## src/rtl/sar_result_tx.sv

```systemverilog
// sar_result_tx: buffers SAR conversion codes and sends each one as a UART-style frame
// Ports:
//   clk, rst_n     system clock, asynchronous active-low reset
//   eoc_i          end-of-conversion; its rising edge captures code_in_i
//   code_in_i      10-bit conversion result
//   clr_ovf_i      synchronous clear of overflow_o and drop_cnt_o
//   tx_out_o       registered serial line, idle high: start, D9..D0, even parity, stop
//   busy_o         high while a frame is in progress
//   fifo_level_o   number of buffered codes
//   overflow_o     sticky flag, set when a code is dropped
//   drop_cnt_o     saturating count of dropped codes
module sar_result_tx #(
    parameter int CLKS_PER_BIT = 16,
    parameter int FIFO_DEPTH   = 4
) (
    input  logic                        clk,
    input  logic                        rst_n,
    input  logic                        eoc_i,
    input  logic [9:0]                  code_in_i,
    input  logic                        clr_ovf_i,
    output logic                        tx_out_o,
    output logic                        busy_o,
    output logic [$clog2(FIFO_DEPTH):0] fifo_level_o,
    output logic                        overflow_o,
    output logic [7:0]                  drop_cnt_o
);
    localparam int AW = $clog2(FIFO_DEPTH);
    localparam int LW = AW + 1;
    localparam int BW = $clog2(CLKS_PER_BIT);
    localparam logic [2:0] IDLE   = 3'd0;
    localparam logic [2:0] START  = 3'd1;
    localparam logic [2:0] DATA   = 3'd2;
    localparam logic [2:0] PARITY = 3'd3;
    localparam logic [2:0] STOP   = 3'd4;

    logic [9:0]    mem [FIFO_DEPTH];
    logic [AW-1:0] wr_ptr_q, rd_ptr_q;
    logic [LW-1:0] cnt_q, cnt_d;
    logic [2:0]    state_q, state_d;
    logic [BW-1:0] baud_q, baud_d;
    logic [3:0]    bit_q, bit_d;
    logic [9:0]    sh_q, sh_d, head;
    logic          par_q, par_d, tx_q, tx_d, eoc_q, ovf_q, ovf_d;
    logic [7:0]    drop_q, drop_d, drop_base;
    logic          push, pop, full, last, accept, drop;

    always_comb begin
        push      = eoc_i & ~eoc_q;
        full      = cnt_q == LW'(FIFO_DEPTH);
        last      = baud_q == BW'(CLKS_PER_BIT - 1);
        head      = mem[rd_ptr_q];
        // The pop is decided on the pre-push level, so a full FIFO that pops
        // in the same cycle still has room for the incoming code.
        pop       = (cnt_q != '0) && (state_q == IDLE || (state_q == STOP && last));
        accept    = push & (~full | pop);
        drop      = push & full & ~pop;
        cnt_d     = cnt_q + LW'(accept) - LW'(pop);
        // Clear acts before a same-cycle drop is counted.
        ovf_d     = drop | (ovf_q & ~clr_ovf_i);
        drop_base = clr_ovf_i ? 8'd0 : drop_q;
        drop_d    = (drop && drop_base != 8'hFF) ? drop_base + 8'd1 : drop_base;
    end

    always_comb begin
        state_d = state_q;
        baud_d  = baud_q + BW'(1);
        bit_d   = bit_q;
        sh_d    = sh_q;
        par_d   = par_q;
        if (pop) begin
            state_d = START;
            baud_d  = '0;
            sh_d    = head;
            par_d   = ^head;
        end else begin
            case (state_q)
                IDLE: baud_d = '0;
                START: if (last) begin
                    state_d = DATA;
                    baud_d  = '0;
                    bit_d   = 4'd0;
                end
                DATA: if (last) begin
                    baud_d  = '0;
                    state_d = (bit_q == 4'd9) ? PARITY : DATA;
                    bit_d   = bit_q + 4'd1;
                    sh_d    = {sh_q[8:0], 1'b0};
                end
                PARITY: if (last) begin
                    state_d = STOP;
                    baud_d  = '0;
                end
                STOP: if (last) begin
                    state_d = IDLE;
                    baud_d  = '0;
                end
                default: begin
                    state_d = IDLE;
                    baud_d  = '0;
                end
            endcase
        end
        // Line level follows the next state so tx_out_o can be a plain flop.
        tx_d = (state_d == START)  ? 1'b0 :
               (state_d == DATA)   ? sh_d[9] :
               (state_d == PARITY) ? par_d : 1'b1;
    end

    always_ff @(posedge clk or negedge rst_n) begin
        if (!rst_n) begin
            state_q  <= IDLE;
            baud_q   <= '0;
            bit_q    <= '0;
            sh_q     <= '0;
            par_q    <= 1'b0;
            tx_q     <= 1'b1;
            eoc_q    <= 1'b0;
            wr_ptr_q <= '0;
            rd_ptr_q <= '0;
            cnt_q    <= '0;
            ovf_q    <= 1'b0;
            drop_q   <= '0;
        end else begin
            state_q  <= state_d;
            baud_q   <= baud_d;
            bit_q    <= bit_d;
            sh_q     <= sh_d;
            par_q    <= par_d;
            tx_q     <= tx_d;
            eoc_q    <= eoc_i;
            wr_ptr_q <= accept ? wr_ptr_q + AW'(1) : wr_ptr_q;
            rd_ptr_q <= pop ? rd_ptr_q + AW'(1) : rd_ptr_q;
            cnt_q    <= cnt_d;
            ovf_q    <= ovf_d;
            drop_q   <= drop_d;
        end
    end

    always_ff @(posedge clk) begin
        if (accept) mem[wr_ptr_q] <= code_in_i;
    end

    assign tx_out_o     = tx_q;
    assign busy_o       = state_q != IDLE;
    assign fifo_level_o = cnt_q;
    assign overflow_o   = ovf_q;
    assign drop_cnt_o   = drop_q;
endmodule

```

## config.mk

```make
export PLATFORM = sky130hd
export DESIGN_NAME = sar_result_tx
export DESIGN_NICKNAME = d
export VERILOG_FILES = /design/src/rtl/sar_result_tx.sv
export SDC_FILE = /design/constraint.sdc
export NUM_CORES = 1
export LEC_CHECK = 0
export ABC_AREA = 1
export ABC_CLOCK_PERIOD_IN_PS = 2600
export BUFFER_PORTS_ARGS = -buffer_cell sky130_fd_sc_hd__buf_2
export CAP_MARGIN = 40
export CORE_ASPECT_RATIO = 0.7
export CORE_MARGIN = 2
export CORE_UTILIZATION = 54
export CTS_CLUSTER_SIZE = 40
export DETAILED_ROUTE_END_ITERATION = 16
export PLACE_DENSITY = 0.74
export REMOVE_ABC_BUFFERS = 1
export SYNTH_ARGS = -nofsm -noshare
export SYNTH_HDL_FRONTEND = slang
export SYNTH_SLANG_ARGS = --single-unit
```

## constraint.sdc

```tcl
create_clock -name clk -period 2.6 [get_ports clk]
set_input_delay 0.26 -clock clk [delete_from_list [all_inputs] [get_ports clk]]
set_output_delay 0.26 -clock clk [all_outputs]
set_load 0.01 [all_outputs]
```

==> results.cfg <==
[cts]
cts_max_level = 3
cts_buffers = 9
cts_resized = 0
clock-sinks = 80
postCtsSetupBuffers = 0
cts_tree = done
root_buffer = clkbuf_8
clockBufferDepth = 2
clk_latency_ns = 0.37
path_clk_slew_ns = 0.08

[sta]
finalSetupViolations = 0
hold_viol_final = 0
rsz0062_at_grt = no
drv_slew = 0
relSlewSlack_pct = 72.4
worst_pin_slew_ns = 0.413
fmax_mhz = 417
fin_crit_sh_pct = 92.3
fin_crit_ns = 2.40
skew_ns = 0.00783

[routing]
drtAntennaViolNets = 0
wire_per_inst_um = 13.2
vias = 2674
wl_met2_um = 3230
met1Wirelength_um = 3470
route.detailed.drc = 0
route.met3.wl_um = 307
via_per_inst = 5.00
routed_wl_um = 7090
dr.pass1.iters = 4
top_layer_used = met4
drtIter0Drc = 135

[global_routing]
grt_antenna_before_repair = 0
grt_pass1_wl_um = 11500
grt_max_degree = 34
grt_usage_pct = 20.0
grt-ovfl-total = 0
grt_pass1_vias = 2490

[worst_setup_path]
worst_setup_path_end_kind = flip-flop
cp-start-kind = flip-flop
worstPathRequired_ns = 2.85
criticalPathCategory = reg2reg
worstPathArrival_ns = 2.66
cp_max_fo = 5

[floorplan]
die_w_um = 104
initial_core_util_pct = 55.8
fp-row-count = 25
die_h_um = 73.9
core_mm2 = 0.00676
die-area_mm2 = 0.00768
ioPinCount = 28

[finish]
drive_above_1_share_pct = 14.1
diodes = 0
nNetsFinal = 461
fin_util_pct = 63.0
syn_to_final_growth_pct = 12.9
fillers = 549

[power_and_ir_drop]
clkPwrFrac_pct = 34.6
swShare_pct = 26.1
vdd_drop_max_uv = 438
power.total_w = 0.00289
p_comb_share_pct = 13.2
power.density_mw_per_mm2 = 679
internal_power_w = 0.00214
power_frac_seq_pct = 52.2
power_switching_w = 0.000754
p_leak_nw = 2.05

[synth]
postSynthAreaPerCell_um2 = 9.48
post-synth-top-count-cell = nand2_1
ys_top_cells_by_count = nand2_1 (139), inv_1 (42), edfxtp_1 (40)
synth_top_area_share_pct = 31.9
seq_area_frac_synth_pct = 58.4
synth.cell_area_mm2 = 0.00377
synthFlopType = edfxtp_1
ys_top_cells_by_area = edfxtp_1 (32%), dfrtp_1 (26%), nand2_1 (14%)
synth_edf_count = 40
synthDistinctLibCells = 30
synth_top_area_cell = edfxtp_1
synthArstFlopShare_pct = 50.0
syn_inst = 398
ys_warn_count = 0
ys_ff_latch = 80

[place]
placement.io_buffers = 27
place_congestion = 0.765
hpwl_um = 5040

[status]
status = finished clean

[hold_path]
hold_path.class = in2reg

[run]
maxCapViolCount = 0
metrics by stage:
step	instance area, um^2	setup TNS, ns	setup WS, ns	hold slack (ns)	cells
2_1_floorplan	3700	-0.112	-0.112	-0.0356	388
3_3_place_gp	4010	0	0.258	0.401	517
3_5_place_dp	4030	0	0.195	0.123	518
4_1_cts	4260	0	0.181	0.0202	535
5_1_grt	4260	0	0.0459	0.0172	535
6_report	4260	0	0.200	0.0316	535
worst max-delay path, stage by stage (launching register included):
cell     delay, ns
dfrtp_1       0.38
ha_1          0.21
nand3_2       0.15
nand2_1       0.10
nand3_1       0.12
nand2_1       0.09
nand2_1       0.08
ha_1          0.28
inv_1         0.04
ha_1          0.18
fa_1          0.38
xnor2_1       0.14
xor2_1        0.14
registers in the layout (all words and copies together) (netlist names):
signal        cells
fifo_level_o      3
sh_q             10
overflow_o        1
bit_q             4
mem              40
drop_cnt_o        8
eoc_q             1
tx_out_o          1
state_q           3
wr_ptr_q          2
par_q             1
rd_ptr_q          2
baud_q            4
kinds of logic after synthesis:
logic type,share of synthesized area [%]
flip-flops,58.4
buffers and inverters,6.44
XOR/XNOR,3.72
adder cells (fa/ha/maj),3.85
AND/OR/NAND/NOR,23.3
AO/OA/AOI/OAI,4.25
area by class of cell:
class | count | area (um^2) | share of cell area (%)
sequential | 80 | 2200 | 51.7
tap | 94 | 118 | 2.76
clock buffer | 9 | 124 | 2.91
multi-input combinational | 263 | 1330 | 31.1
inverter | 45 | 169 | 3.97
clock inverter | 7 | 95.1 | 2.23
timing repair buffer | 37 | 225 | 5.29
path summary, 6_finish.rpt:
check                                     from                         to  slack [ns]  depth (start not counted)
max reg2reg                baud_q[0]$_DFF_PN0_  fifo_level_o[2]$_DFF_PN0_        0.20                         12
min in group asynchronous                rst_n       bit_q[2]$_DFFE_PN0P_        0.27                          2
min                                      eoc_i            eoc_q$_DFF_PN0_        0.03                          1
max                        baud_q[0]$_DFF_PN0_  fifo_level_o[2]$_DFF_PN0_        0.20                         12
max in group asynchronous                rst_n    drop_cnt_o[3]$_DFF_PN0_        1.91                          3
min reg2reg                baud_q[0]$_DFF_PN0_        baud_q[0]$_DFF_PN0_        0.47                          1
power by group through the flow:
stage          registers (W)  clock network [W]  logic (W)
2_1_floorplan        0.00154                  0   0.000229
3_3_place_gp         0.00153                  0   0.000368
3_5_place_dp         0.00154                  0   0.000387
4_1_cts              0.00151            0.00102   0.000391
5_1_grt              0.00152            0.00106   0.000440
6_report             0.00151            0.00100   0.000381
routing by layer:
metal / up-vias / track usage, %
met1: 1249 / 26.4
met4: 0 / 6.16
met5: - / 0
met3: 9 / 7.63
met2: 50 / 31.2
li1: 1366 / -
repair_timing:
action / in CTS / in global routing
hold endpoints to repair: 7 / 0
hold buffers: 1 / 0
endpoints found under the setup margin: 0 / 0
placed cells by master (no fill, tap or decap), types with 2 or more instances in the layout:
master	instances
nand2_1	139
inv_1	42
edfxtp_1	40
dfrtp_1	39
nand3_1	36
nor2_1	27
buf_2	27
xor2_1	12
ha_1	10
clkbuf_8	9
o221ai_1	8
buf_4	8
a21oi_1	6
nor3_1	4
o21ai_0	4
xnor2_1	4
inv_2	3
nand3_2	2
nand4_1	2
o22ai_1	2
bufinv_16	2
Power figures use the tool's default switching activity.
